[src/rtl/ysyx_201979054_div_pkg.sv]
// Shared definitions for the divide/remainder unit.
// - Division operation codes, also emitted by the ALU decoder on alu_control.
// - FSM state encoding.
// - Iteration counts: 64 for full-width ops, 32 for W ops.
// - Small helpers that classify an operation code.
package ysyx_201979054_div_pkg;

  localparam logic [4:0] ALU_DIVU  = 5'b10101;
  localparam logic [4:0] ALU_REMU  = 5'b10111;
  localparam logic [4:0] ALU_DIVUW = 5'b10110;
  localparam logic [4:0] ALU_REMUW = 5'b11000;
  localparam logic [4:0] ALU_DIVW  = 5'b10011;

  localparam logic [6:0] DIV_ITER_D = 7'd64;
  localparam logic [6:0] DIV_ITER_W = 7'd32;

  typedef enum logic [2:0] {
    ST_IDLE,
    ST_PREP,
    ST_CALC,
    ST_FIX,
    ST_DONE
  } div_state_e;

  function automatic logic is_div_op(input logic [4:0] code);
    return (code == ALU_DIVU) || (code == ALU_REMU) || (code == ALU_DIVUW) ||
           (code == ALU_REMUW) || (code == ALU_DIVW);
  endfunction

  function automatic logic is_w_op(input logic [4:0] code);
    return (code == ALU_DIVUW) || (code == ALU_REMUW) || (code == ALU_DIVW);
  endfunction

  function automatic logic is_rem_op(input logic [4:0] code);
    return (code == ALU_REMU) || (code == ALU_REMUW);
  endfunction

endpackage

[src/rtl/ysyx_201979054_div_step.sv]
// One combinational radix-2 restoring division step.
// Ports:
//   rem, quo, divisor : current partial remainder, dividend/quotient shift register, divisor
//   rem_next, quo_next: state after shifting {rem, quo} left by one and conditionally subtracting
module ysyx_201979054_div_step #(
  parameter int XLEN = 64
) (
  input  logic [XLEN-1:0] rem,
  input  logic [XLEN-1:0] quo,
  input  logic [XLEN-1:0] divisor,
  output logic [XLEN-1:0] rem_next,
  output logic [XLEN-1:0] quo_next
);

  // The shifted remainder needs one extra bit: it is below 2*divisor and can exceed XLEN bits.
  logic        [XLEN:0] rem_sh;
  logic signed [XLEN:0] diff;
  logic                 ge;

  always_comb begin
    rem_sh   = {rem, quo[XLEN-1]};
    diff     = $signed(rem_sh) - $signed({1'b0, divisor});
    // The difference always lies in (-divisor, divisor), so the top bit is a clean borrow flag.
    ge       = ~diff[XLEN];
    rem_next = ge ? diff[XLEN-1:0] : rem_sh[XLEN-1:0];
    quo_next = {quo[XLEN-2:0], ge};
  end

endmodule

[src/rtl/ysyx_201979054_div_unit.sv]
// Multi-cycle integer divide/remainder unit (radix-2 restoring).
// Supported ops: DIVU, REMU, DIVUW, REMUW, DIVW.
// Ports:
//   i_clk, i_rst               : clock, synchronous active-high reset
//   i_start, i_alu_control     : launch request and operation code (sampled in IDLE)
//   i_src_1, i_src_2           : dividend, divisor (captured with the start)
//   o_busy                     : high in every non-IDLE state
//   o_done, o_illegal          : one-cycle pulses; o_illegal flags a non-division code
//   o_result                   : quotient/remainder, valid with o_done and held afterwards
// Build option: DIV_ZERO_EARLY_OUT_EN - a zero divisor skips the iterations and finishes from PREP.
module ysyx_201979054_div_unit
  import ysyx_201979054_div_pkg::*;
#(
  parameter int XLEN = 64
) (
  input  logic            i_clk,
  input  logic            i_rst,
  input  logic            i_start,
  input  logic [4:0]      i_alu_control,
  input  logic [XLEN-1:0] i_src_1,
  input  logic [XLEN-1:0] i_src_2,
  output logic            o_busy,
  output logic            o_done,
  output logic [XLEN-1:0] o_result,
  output logic            o_illegal
);

  div_state_e      state;
  logic [6:0]      cnt_q;
  logic [4:0]      op_q;
  logic [XLEN-1:0] src1_q, src2_q;
  logic [XLEN-1:0] rem_q, quo_q, div_q;
  logic            neg_q;
  logic [XLEN-1:0] rem_next, quo_next;

  logic               w_op;
  logic signed [31:0] a_lo, b_lo;
  logic [31:0]        dvd_lo, dvs_lo;
  logic               neg_prep;

  function automatic logic [XLEN-1:0] sext32(input logic [31:0] v);
    return {{(XLEN-32){v[31]}}, v};
  endfunction

  function automatic logic [XLEN-1:0] fix_result(input logic [4:0] op, input logic [XLEN-1:0] quo,
                                                 input logic [XLEN-1:0] rem, input logic neg);
    logic [31:0] q32;
    q32 = neg ? (32'd0 - quo[31:0]) : quo[31:0];
    case (op)
      ALU_DIVU:  return quo;
      ALU_REMU:  return rem;
      ALU_DIVUW: return sext32(quo[31:0]);
      ALU_REMUW: return sext32(rem[31:0]);
      ALU_DIVW:  return sext32(q32);
      default:   return '0;
    endcase
  endfunction

  ysyx_201979054_div_step #(.XLEN(XLEN)) u_step (
    .rem      (rem_q),
    .quo      (quo_q),
    .divisor  (div_q),
    .rem_next (rem_next),
    .quo_next (quo_next)
  );

  // Operand preparation from the captured sources (used in PREP).
  always_comb begin
    w_op     = is_w_op(op_q);
    a_lo     = $signed(src1_q[31:0]);
    b_lo     = $signed(src2_q[31:0]);
    dvd_lo   = src1_q[31:0];
    dvs_lo   = src2_q[31:0];
    neg_prep = 1'b0;
    if (op_q == ALU_DIVW) begin
      dvd_lo   = a_lo[31] ? 32'(-a_lo) : 32'(a_lo);
      dvs_lo   = b_lo[31] ? 32'(-b_lo) : 32'(b_lo);
      neg_prep = (a_lo[31] ^ b_lo[31]) && (b_lo != 32'sd0);
    end
  end

`ifdef DIV_ZERO_EARLY_OUT_EN
  logic            dvs_zero;
  logic [XLEN-1:0] zero_result;

  always_comb begin
    dvs_zero    = w_op ? (dvs_lo == 32'd0) : (src2_q == '0);
    zero_result = '1;
    if (is_rem_op(op_q))
      zero_result = w_op ? sext32(src1_q[31:0]) : src1_q;
  end
`endif

  always_ff @(posedge i_clk) begin
    if (i_rst) begin
      state     <= ST_IDLE;
      cnt_q     <= '0;
      op_q      <= '0;
      src1_q    <= '0;
      src2_q    <= '0;
      rem_q     <= '0;
      quo_q     <= '0;
      div_q     <= '0;
      neg_q     <= 1'b0;
      o_busy    <= 1'b0;
      o_done    <= 1'b0;
      o_illegal <= 1'b0;
      o_result  <= '0;
    end else begin
      o_done    <= 1'b0;
      o_illegal <= 1'b0;
      case (state)
        // IDLE: accept a start; illegal codes finish immediately.
        ST_IDLE: begin
          if (i_start) begin
            o_busy <= 1'b1;
            if (is_div_op(i_alu_control)) begin
              op_q   <= i_alu_control;
              src1_q <= i_src_1;
              src2_q <= i_src_2;
              state  <= ST_PREP;
            end else begin
              o_done    <= 1'b1;
              o_illegal <= 1'b1;
              o_result  <= '0;
              state     <= ST_DONE;
            end
          end
        end
        // PREP: W ops park the 32-bit dividend in the upper half so 32 shifts consume it.
        ST_PREP: begin
          rem_q <= '0;
          quo_q <= w_op ? {dvd_lo, 32'd0} : src1_q;
          div_q <= w_op ? {{(XLEN-32){1'b0}}, dvs_lo} : src2_q;
          neg_q <= neg_prep;
          cnt_q <= w_op ? DIV_ITER_W : DIV_ITER_D;
`ifdef DIV_ZERO_EARLY_OUT_EN
          if (dvs_zero) begin
            o_result <= zero_result;
            o_done   <= 1'b1;
            state    <= ST_DONE;
          end else begin
            state <= ST_CALC;
          end
`else
          state <= ST_CALC;
`endif
        end
        // CALC: one restoring step per cycle.
        ST_CALC: begin
          rem_q <= rem_next;
          quo_q <= quo_next;
          cnt_q <= cnt_q - 7'd1;
          if (cnt_q == 7'd1) state <= ST_FIX;
        end
        // FIX: select, sign-correct and extend the result.
        ST_FIX: begin
          o_result <= fix_result(op_q, quo_q, rem_q, neg_q);
          o_done   <= 1'b1;
          state    <= ST_DONE;
        end
        ST_DONE: begin
          o_busy <= 1'b0;
          state  <= ST_IDLE;
        end
        default: begin
          o_busy <= 1'b0;
          state  <= ST_IDLE;
        end
      endcase
    end
  end

endmodule

[config.mk]
export PLATFORM = sky130hd
export DESIGN_NAME = ysyx_201979054_div_unit
export DESIGN_NICKNAME = d
export VERILOG_FILES = /design/src/rtl/ysyx_201979054_div_pkg.sv /design/src/rtl/ysyx_201979054_div_step.sv /design/src/rtl/ysyx_201979054_div_unit.sv
export SDC_FILE = /design/constraint.sdc
export NUM_CORES = 1
export LEC_CHECK = 0
export BUFFER_PORTS_ARGS = -buffer_cell sky130_fd_sc_hd__buf_2
export CORE_ASPECT_RATIO = 0.9
export CORE_UTILIZATION = 30
export DETAILED_ROUTE_END_ITERATION = 7
export GPL_ROUTABILITY_DRIVEN = 0
export PLACE_DENSITY_LB_ADDON = 0.08
export SLEW_MARGIN = 30
export SYNTH_ARGS = -nofsm -noshare
export SYNTH_HDL_FRONTEND = slang
export SYNTH_HIERARCHICAL = 1
export SYNTH_SLANG_ARGS = --single-unit
[constraint.sdc]
create_clock -name i_clk -period 3.3 [get_ports i_clk]
set_input_delay 0.33 -clock i_clk [delete_from_list [all_inputs] [get_ports i_clk]]
set_output_delay 0.33 -clock i_clk [all_outputs]
set_load 0.005 [all_outputs]
# Word-level counts from Yosys, hierarchy flattened
# Index checks and enable logic that the tools add are counted.
[totals] ramBits=0 out_inout_bits=67 register_bits=403 latch_bits=0 in_bits=136 memories=0 romBits=0 wordCells=82
[op_classes] reduce_logical=17 n_eq_ne=17 magnitude_cmp=0 n_addsub=5 bitwise=4 mux=26 n_div=0 mul=0 shift=0
[ops] cell="64-bit case mux with 2 select lines" count=3
[ops] cell="64-bit 2-to-1 mux" count=5
[ops] cell="64-bit case mux with 5 select lines" count=1
[ops] cell="32-bit 2-to-1 mux" count=5
[ops] cell="65-bit subtractor" count=1
[ops] cell="32-bit negator" count=2
[ops] cell="5-bit == test, second input constant" count=10
[ops] cell="32-bit nonzero test" count=1
[ops] cell="1-bit by 32-bit subtractor with 32-bit output, first input constant" count=1
[ops] cell="7-bit case mux with 2 select lines" count=1
[ops] cell="3-bit case mux with 4 select lines" count=1
[ops] cell="3-bit 2-to-1 mux" count=3
[ops] cell="7-bit by 1-bit == test with 1-bit output, second input constant" count=1
[ops] cell="7-bit 2-to-1 mux" count=1
[ops] cell="7-bit by 1-bit subtractor with 7-bit output, second input constant" count=1
[ops] cell="3-bit by 2-bit == test with 1-bit output, second input constant" count=2
[ops] cell="1-bit logical OR" count=6
[ops] cell="2-bit inequality test, second input constant" count=3
[ops] cell="3-bit AND reduction" count=2
[ops] cell="1-bit 2-to-1 mux" count=4
[ops] cell="1-bit case mux with 2 select lines" count=2
[ops] cell="2-bit AND reduction" count=2
[ops] cell="2-bit nonzero test" count=2
[ops] cell="3-bit by 1-bit == test with 1-bit output, second input constant" count=1
[ops] cell="6 further kinds" count=8

# Longest topological paths before layout
# Gate-level depths: netlist (run 1).
[logic_depth] depth_word=8 depth_mapped=17 ltp_nobuf=16

# Modules after synthesis
# The synthesis (run 1) kept the hierarchy.
[by_module_without_submodules] module="ysyx_201979054_div_unit" cells_per_inst=2124 area_each_um2=17359.1 seq_area_each_um2=8067.7 instances=1
[by_module_without_submodules] module="ysyx_201979054_div_step" cells_per_inst=850 area_each_um2=5323.9 seq_area_each_um2=0.0 instances=1

# Least setup slack after synthesis (run 1)
# OpenSTA, ideal clock, no wires.
[synth_path] kind="flip-flop to flip-flop" from="register quo_q[63]" to="register rem_q[62]" setup_time_ns=0.128 required_ns=3.172 stages_incl_launch_ff=16 synth_period_minus_slack_ns=3.382 arrival_ns=3.254 slack_ns=-0.082 path_buffers=0 cell_sequence="dfxtp_1 > inv_1 > ha_1 > fa_1 > nor2b_1 > nor2_1 > o21ai_1 > a21oi_1 > o41ai_4 > a41oi_1 > o211a_1 > or2_1 > a311oi_1 > o21ai_1 > a22oi_1 > nor2_1"
[synth_between] elab_chain_len=3
[synth_lines] item="start, declared" line_no="ysyx_201979054_div_unit.sv:32" source="logic [XLEN-1:0] rem_q, quo_q, div_q;"
[synth_lines] item="start signal, assigned" line_no="ysyx_201979054_div_unit.sv:133" source="quo_q <= w_op ? {dvd_lo, 32'd0} : src1_q;"
[synth_lines] item="start signal, assigned" line_no="ysyx_201979054_div_unit.sv:152" source="quo_q <= quo_next;"
[synth_lines] item="65-bit subtractor" line_no="ysyx_201979054_div_step.sv:22" source="diff = $signed(rem_sh) - $signed({1'b0, divisor});"
[synth_lines] item="64-bit 2-to-1 mux" line_no="ysyx_201979054_div_step.sv:25" source="rem_next = ge ? diff[XLEN-1:0] : rem_sh[XLEN-1:0];"
[synth_lines] item="named net rem_next[62]" line_no="ysyx_201979054_div_unit.sv:34" source="logic [XLEN-1:0] rem_next, quo_next;"
[synth_lines] item="64-bit case mux with 2 select lines" line_no="ysyx_201979054_div_unit.sv:112" source="case (state)"
[synth_lines] item="end signal, assigned" line_no="ysyx_201979054_div_unit.sv:151" source="rem_q <= rem_next;"
[synth_lines] item="end, declared" line_no="ysyx_201979054_div_unit.sv:32"
# The timed path passes the listed nets, and every way through them passes these cells.
# A chain may end at the register's enable or synchronous reset.

# Worst setup path after layout (run 1)
# Ends and elaborated chain as after synthesis.

==> metrics, run 1 <==
status=finished with violations; violated checks=negative setup slack; initial antenna violation count=0; Slew Limit Fails=0; Max VDD drop=326 µV; Max Root-Sink Buffers=3; grt met3 use=0.0221; All-Layer GR Usage=0.218; sequential element share of the synthesized area=0.356; Die Area=0.0767 mm²; startpoint types=register; Crit. End Element=register; RR Endpoint=rem_q[62]; Static Leak=11.7 nW; Final Hold Fails=0; f_max=0.300 GHz; dpl hpwl=62.7 mm; Root Driver=clkbuf_16; synth warn=6; Critical Path AT=3820 ps; First-pass DRT Iterations=6; Ports=203; library cells used by synthesis=92; Synth-to-Final Area Change=29.7%; Critical Path RT=3780 ps; Relative slew margins=0.380; first-pass GRT wire length=132 mm; average wire per standard cell=20.0 µm; RSZ-0062 raised after global routing=true; crit path kind=reg -> reg; share of cells above drive strength 1=0.197; Initial DRC Count=1739; CTS tree=built; worst slew pin tran=928 ps; # placed instances=4095; Hold WC Path Type=in -> reg; core area=0.0748 mm²; leading cell type in the layout, fill and taps excluded=nand2_1; post-route minimum period=3330 ps; met1 usage=0.329; Die Y=263 µm; Avg Synthesized Cell Area=7.63 µm²; final worst-path cycle share=1.01; Site Rows=95; R2R depth=16; post-synthesis cell count=2974; fin nets=3536; Global Route met2 Usage=0.320; worst slack at placement=-294 ps; largest net degree at the start of global routing=130; internal reg-to-reg setup slack=-30 ps; gr ovfl total=0; CP endpoint=rem_q[62]; Die Wd=292 µm; Syn Std Cell Area=0.0227 mm²; DRC Markers=0; final setup fails=5; Final ANT Viol Nets=0; Async SR Flop Fraction=0; via count=22.9k; fin cells=4340; reg2reg start=quo_q[63]; EDFF count, synth=0; vias in the first global route=21.7k; Yosys reg bits=403; final clock skew=30.3 ps; drt via density=5.28; starting density of the core=0.303; power per cell area=535 mW/mm²; Critical Path Fanout Max=2; Fin Setup TNS=-70.6 ps; gr busiest metal=met1; CTS Sinks=403; Reg clk slew, reported paths=60 ps; worst setup path start=quo_q[63]; H-Tree Level Count=2; cts bufs inserted=49; max_cap viols=0; Clock Latency Late Sink=620 ps; post-synth net total=3180; Setup WS post-layout=-33.9 ps; ys flop type=dfxtp_1; Routed WL=86.9 mm; most frequent cells in the layout=nand2_1, dfxtp_1, a21oi_1; PortBufs=202
[cells in the mapped netlist (all sizes together), types with 7 or more instances]
master | instances | share of area
nand2 | 543 | 0.090
dfxtp | 403 | 0.36
a21oi | 291 | 0.065
nor2 | 239 | 0.040
clkbuf | 191 | 0.032
o21ai | 183 | 0.040
inv | 99 | 0.016
buf | 92 | 0.028
nor3 | 81 | 0.018
a22oi | 75 | 0.025
ha | 69 | 0.038
xnor2 | 66 | 0.025
xor2 | 63 | 0.025
a221oi | 48 | 0.019
a21o | 47 | 0.016
a22o | 38 | 0.015
a221o | 37 | 0.016
nand3 | 32 | 0.0071
a31oi | 29 | 0.0087
o22ai | 25 | 0.0069
or3 | 24 | 0.0066
a211oi | 23 | 0.0076
nand4 | 21 | 0.0061
nor4 | 18 | 0.0050
o31ai | 17 | 0.0056
o41ai | 16 | 0.0090
o21a | 14 | 0.0050
or4 | 14 | 0.0051
nand2b | 13 | 0.0036
o21bai | 12 | 0.0040
a222oi | 11 | 0.0049
and2 | 10 | 0.0028
and3 | 10 | 0.0028
nor2b | 10 | 0.0028
o211ai | 10 | 0.0033
or2 | 9 | 0.0025
a311oi | 7 | 0.0027
nand3b | 7 | 0.0023
nor4b | 7 | 0.0027
o32ai | 7 | 0.0027
[worst min-delay path by stage]
stage	start	endpoint	slack, ps	cells after the start
after floorplan	div_q[13]	div_q[13]	430	2
final	i_src_2[62]	src2_q[62]	40	3
after CTS	i_src_2[62]	src2_q[62]	4	3
after global placement	o_result[8]	o_result[8]	440	1
after detailed placement	o_result[12]	o_result[12]	440	2
after global routing	i_src_2[62]	src2_q[62]	30	3
[registers in the layout, summed over array words and instances, names as in the netlist]
name / cells
cnt_q: 7
div_q: 64
neg_q: 1
o_busy: 1
o_done: 1
o_illegal: 1
o_result: 64
op_q: 5
quo_q: 64
rem_q: 64
src1_q: 64
src2_q: 64
state: 3
[what timing repair did]
action                                 4_1_cts  5_1_grt
setup endpoints to repair                   64       64
gates resized for setup                     37       81
pin swaps                                   20       48
hold buffers                               131        0
endpoints found under the hold margin      131        0
gates cloned                                 3        5
buffers inserted                            10        6
[where the power goes]
part           switching [mW]  leakage [nW]  internal, mW  total (mW)
Clock                    2.31         0.823          3.31        5.62
Combinational            2.52          7.65          2.53        5.05
Sequential              0.114          3.26          4.96        5.07
[cell type report]
class / instances / area, µm²
tap: 970 / 1210
clock inverter: 22 / 280
fill: 7763 / 45300
timing repair buffer: 588 / 4630
multi-input combinational: 2189 / 13400
sequential: 403 / 8080
antenna: 3 / 7.51
clock buffer: 66 / 1400
inverter: 99 / 374
[stage by stage]
stage / cell area [µm²] / hold WS, ps / util / total power, mW
after global routing: 29400 / 25.5 / 0.393 / 16.5
after detailed placement: 25500 / 441 / 0.341 / 8.80
after CTS: 28800 / 3.85 / 0.386 / 15.2
final: 29400 / 42.7 / 0.394 / 15.7
after floorplan: 22700 / 425 / - / 7.41
after global placement: 25500 / 437 / 0.341 / 8.78
[cells by family after synthesis]
| kind of cell | synth area share |
|---|---|
| xor+xnor | 0.0506 |
| simple gates | 0.203 |
| buf+inv | 0.0761 |
| mux | 0.00469 |
| compound gates | 0.270 |
| fa+ha+maj | 0.0394 |
| flops | 0.356 |
[layer usage]
| layer | vias up | part of all wire |
|---|---|---|
| met5 | - | 0 |
| met4 | 0 | 0.030 |
| met3 | 119 | 0.046 |
| met2 | 614 | 0.42 |
| met1 | 10900 | 0.50 |
| li1 | 11300 | - |
[critical path, stage by stage, from the launching register on]
cell,delay (ps)
dfxtp_2,330
inv_2,40
ha_4,160
fa_2,370
nor2b_4,150
nor2_2,60
o21ai_2,150
buf_4,130
a21oi_2,70
o41ai_4,320
a41oi_2,250
o211a_1,330
or2_1,260
a311oi_2,230
o21ai_1,100
a22oi_1,190
nor2_1,60
Note: power is estimated with default switching activity, not from simulation.
==> inputs of run 2 (changes only) <==
- CORE_UTILIZATION: 30 -> 55
- CTS_CLUSTER_SIZE: default -> 8
==> metrics, run 2 (synthesis results as in run 1) <==
most frequent cells in the layout=nand2_1, dfxtp_1, a21oi_1; starting density of the core=0.558; worst slew pin tran=922 ps; CP max stage delay=360 ps; violated checks=design-rule violations; CTS Sinks=403; power per cell area=515 mW/mm²; leading cell type in the layout, fill and taps excluded=nand2_1; via count=23.5k; ANT cells=0; RSZ-0062 raised after global routing=true; Crit path top cell by count=nor2_1; Routed WL=76.5 mm; Critical-path top delay cell=o41ai_4; CTS tree=built; FF+latch area=0.00808 mm²; PortBufs=202; cts bufs inserted=56; Critical Path RT=3820 ps; gr ovfl total=0; All-Layer GR Usage=0.350; max_cap viols=0; drt via density=6.17; fin nets=3466; dpl hpwl=52.9 mm; Site Rows=70; First-pass DRT Iterations=8; post-placement cell area=0.0244 mm²; Initial DRC Count=2474; Die Wd=216 µm; startpoint types=register; initial antenna violation count=0; Clock Latency Late Sink=630 ps; Reg clk slew, reported paths=50 ps; area of the multi-input gates=0.0134 mm²; Max Root-Sink Buffers=3; Die Area=0.0421 mm²; final clock skew=38.3 ps; routed wl met2=33.3 mm; Crit. End Element=register; Final ANT Viol Nets=0; worst setup path start=quo_q[63]; fillcell total=3369; worst path bufs/invs=4; CP endpoint=rem_q[55]; Final Hold Fails=0; core area=0.0406 mm²; final worst-path cycle share=0.992; Metal-1 WL=33.7 mm; DRC Markers=1; Static Leak=11.1 nW; Top Layer Used=met4; reg2reg start=quo_q[63]; final setup fails=0; status=finished with violations; Die Y=195 µm; vias in the first global route=21.7k; R2R depth=18; Relative slew margins=0.385; Critical Path AT=3790 ps; Synth-to-Final Area Change=22.7%; Root Driver=clkbuf_16; average wire per standard cell=20.1 µm; critical path, cell by cell=inv_2 -> ha_4 -> fa_2 -> nor2b_2 -> nor2_1 -> o21ai_2 -> buf_4 -> a221oi_4 -> o41ai_4 -> o21a_4 -> a21oi_4 -> xor2_4 -> buf_6 -> buf_12 -> nand2_1 -> o21ai_1 -> a22oi_1 -> nor2_1; H-Tree Level Count=2; Ports=203; Max VDD drop=455 µV; largest net degree at the start of global routing=98; internal reg-to-reg setup slack=30 ps; RR Endpoint=rem_q[55]; Stages on worst setup path=18; Finished Cell Area=0.0278 mm²; Fin Setup TNS=0 ps; met3 WL=6.24 mm; Critical Path Fanout Max=8; first-pass GRT wire length=119 mm; f_max=0.306 GHz; post-route minimum period=3270 ps; crit path kind=reg -> reg; Slew Limit Fails=0; Hold WC Path Type=in -> reg; share of cells above drive strength 1=0.174; delay-heaviest family, CP=compound AO/OA/AOI/OAI gates
run 2: cell types whose count changed in the layout (fill, tap and decap cells not counted), moves of 6 or more:
cell	before	now
o21ai_2	14	6
clkinv_2	9	1
buf_8	7	1
clkbuf_8	11	0
o21ai_1	62	71
ha_1	55	47
buf_4	219	166
buf_6	10	3
run 2: power breakdown:
group	leakage [nW]	switching [mW]	internal, mW
Clock	0.724	2.14	2.98
Sequential	3.26	0.117	4.96
Combinational	7.14	2.20	1.93
Total	11.1	4.46	9.88
run 2: layout make-up:
class                   instances  share of cell area
clock buffers                  58              0.0506
clock inverters                 4             0.00265
inverters                      99              0.0134
multi-input cells            2189               0.480
flip-flops and latches        403               0.290
well taps                     540              0.0243
repair buffers                511               0.138
run 2: routing by layer:
metal / track usage / vias to the layer above
met3: 0.0485 / 191
met4: 0.160 / 0
li1: - / 11100
met5: 0 / -
met2: 0.521 / 1154
met1: 0.498 / 11000
run 2: timing repair:
| action | CTS | global route |
|---|---|---|
| gates cloned | 0 | 4 |
| endpoints found under the setup margin | 54 | 64 |
| gates resized for setup | 21 | 72 |
| pin swaps | 15 | 26 |
| buffers inserted | 14 | 7 |
| hold endpoints to repair | 127 | 0 |
| hold buffers | 127 | 0 |
run 2: through the flow:
stage	cells	setup WS (ps)	hold slack, ps	util	total power [mW]
final	3804	28.0	22.4	0.685	14.3
after global routing	3804	-68.3	12.6	0.685	14.9
after CTS	3794	-11.2	1.06	0.674	13.9
after detailed placement	3591	-63.8	439	0.600	8.56
after global placement	3591	27.9	435	0.600	8.49
after floorplan	2974	101	425	-	7.41
run 2: worst min-delay path by stage:
stage / start / end / cells after the start
floorplan: div_q[13] / div_q[13] / 2
global placement: div_q[24] / div_q[24] / 2
detailed placement: o_result[18] / o_result[18] / 2
CTS: i_alu_control[1] / op_q[1] / 3
global route: i_alu_control[1] / op_q[1] / 3
finish: i_alu_control[1] / op_q[1] / 3
run 2: worst reg2reg max path: cells and delay by family (launching register included):
kind	cells	cell delay (ps)
adder cells (fa/ha/maj)	2	500
XOR/XNOR	1	260
buffers and inverters	4	540
AND/OR/NAND/NOR	4	430
flip-flops	1	330
AO/OA/AOI/OAI	7	1110
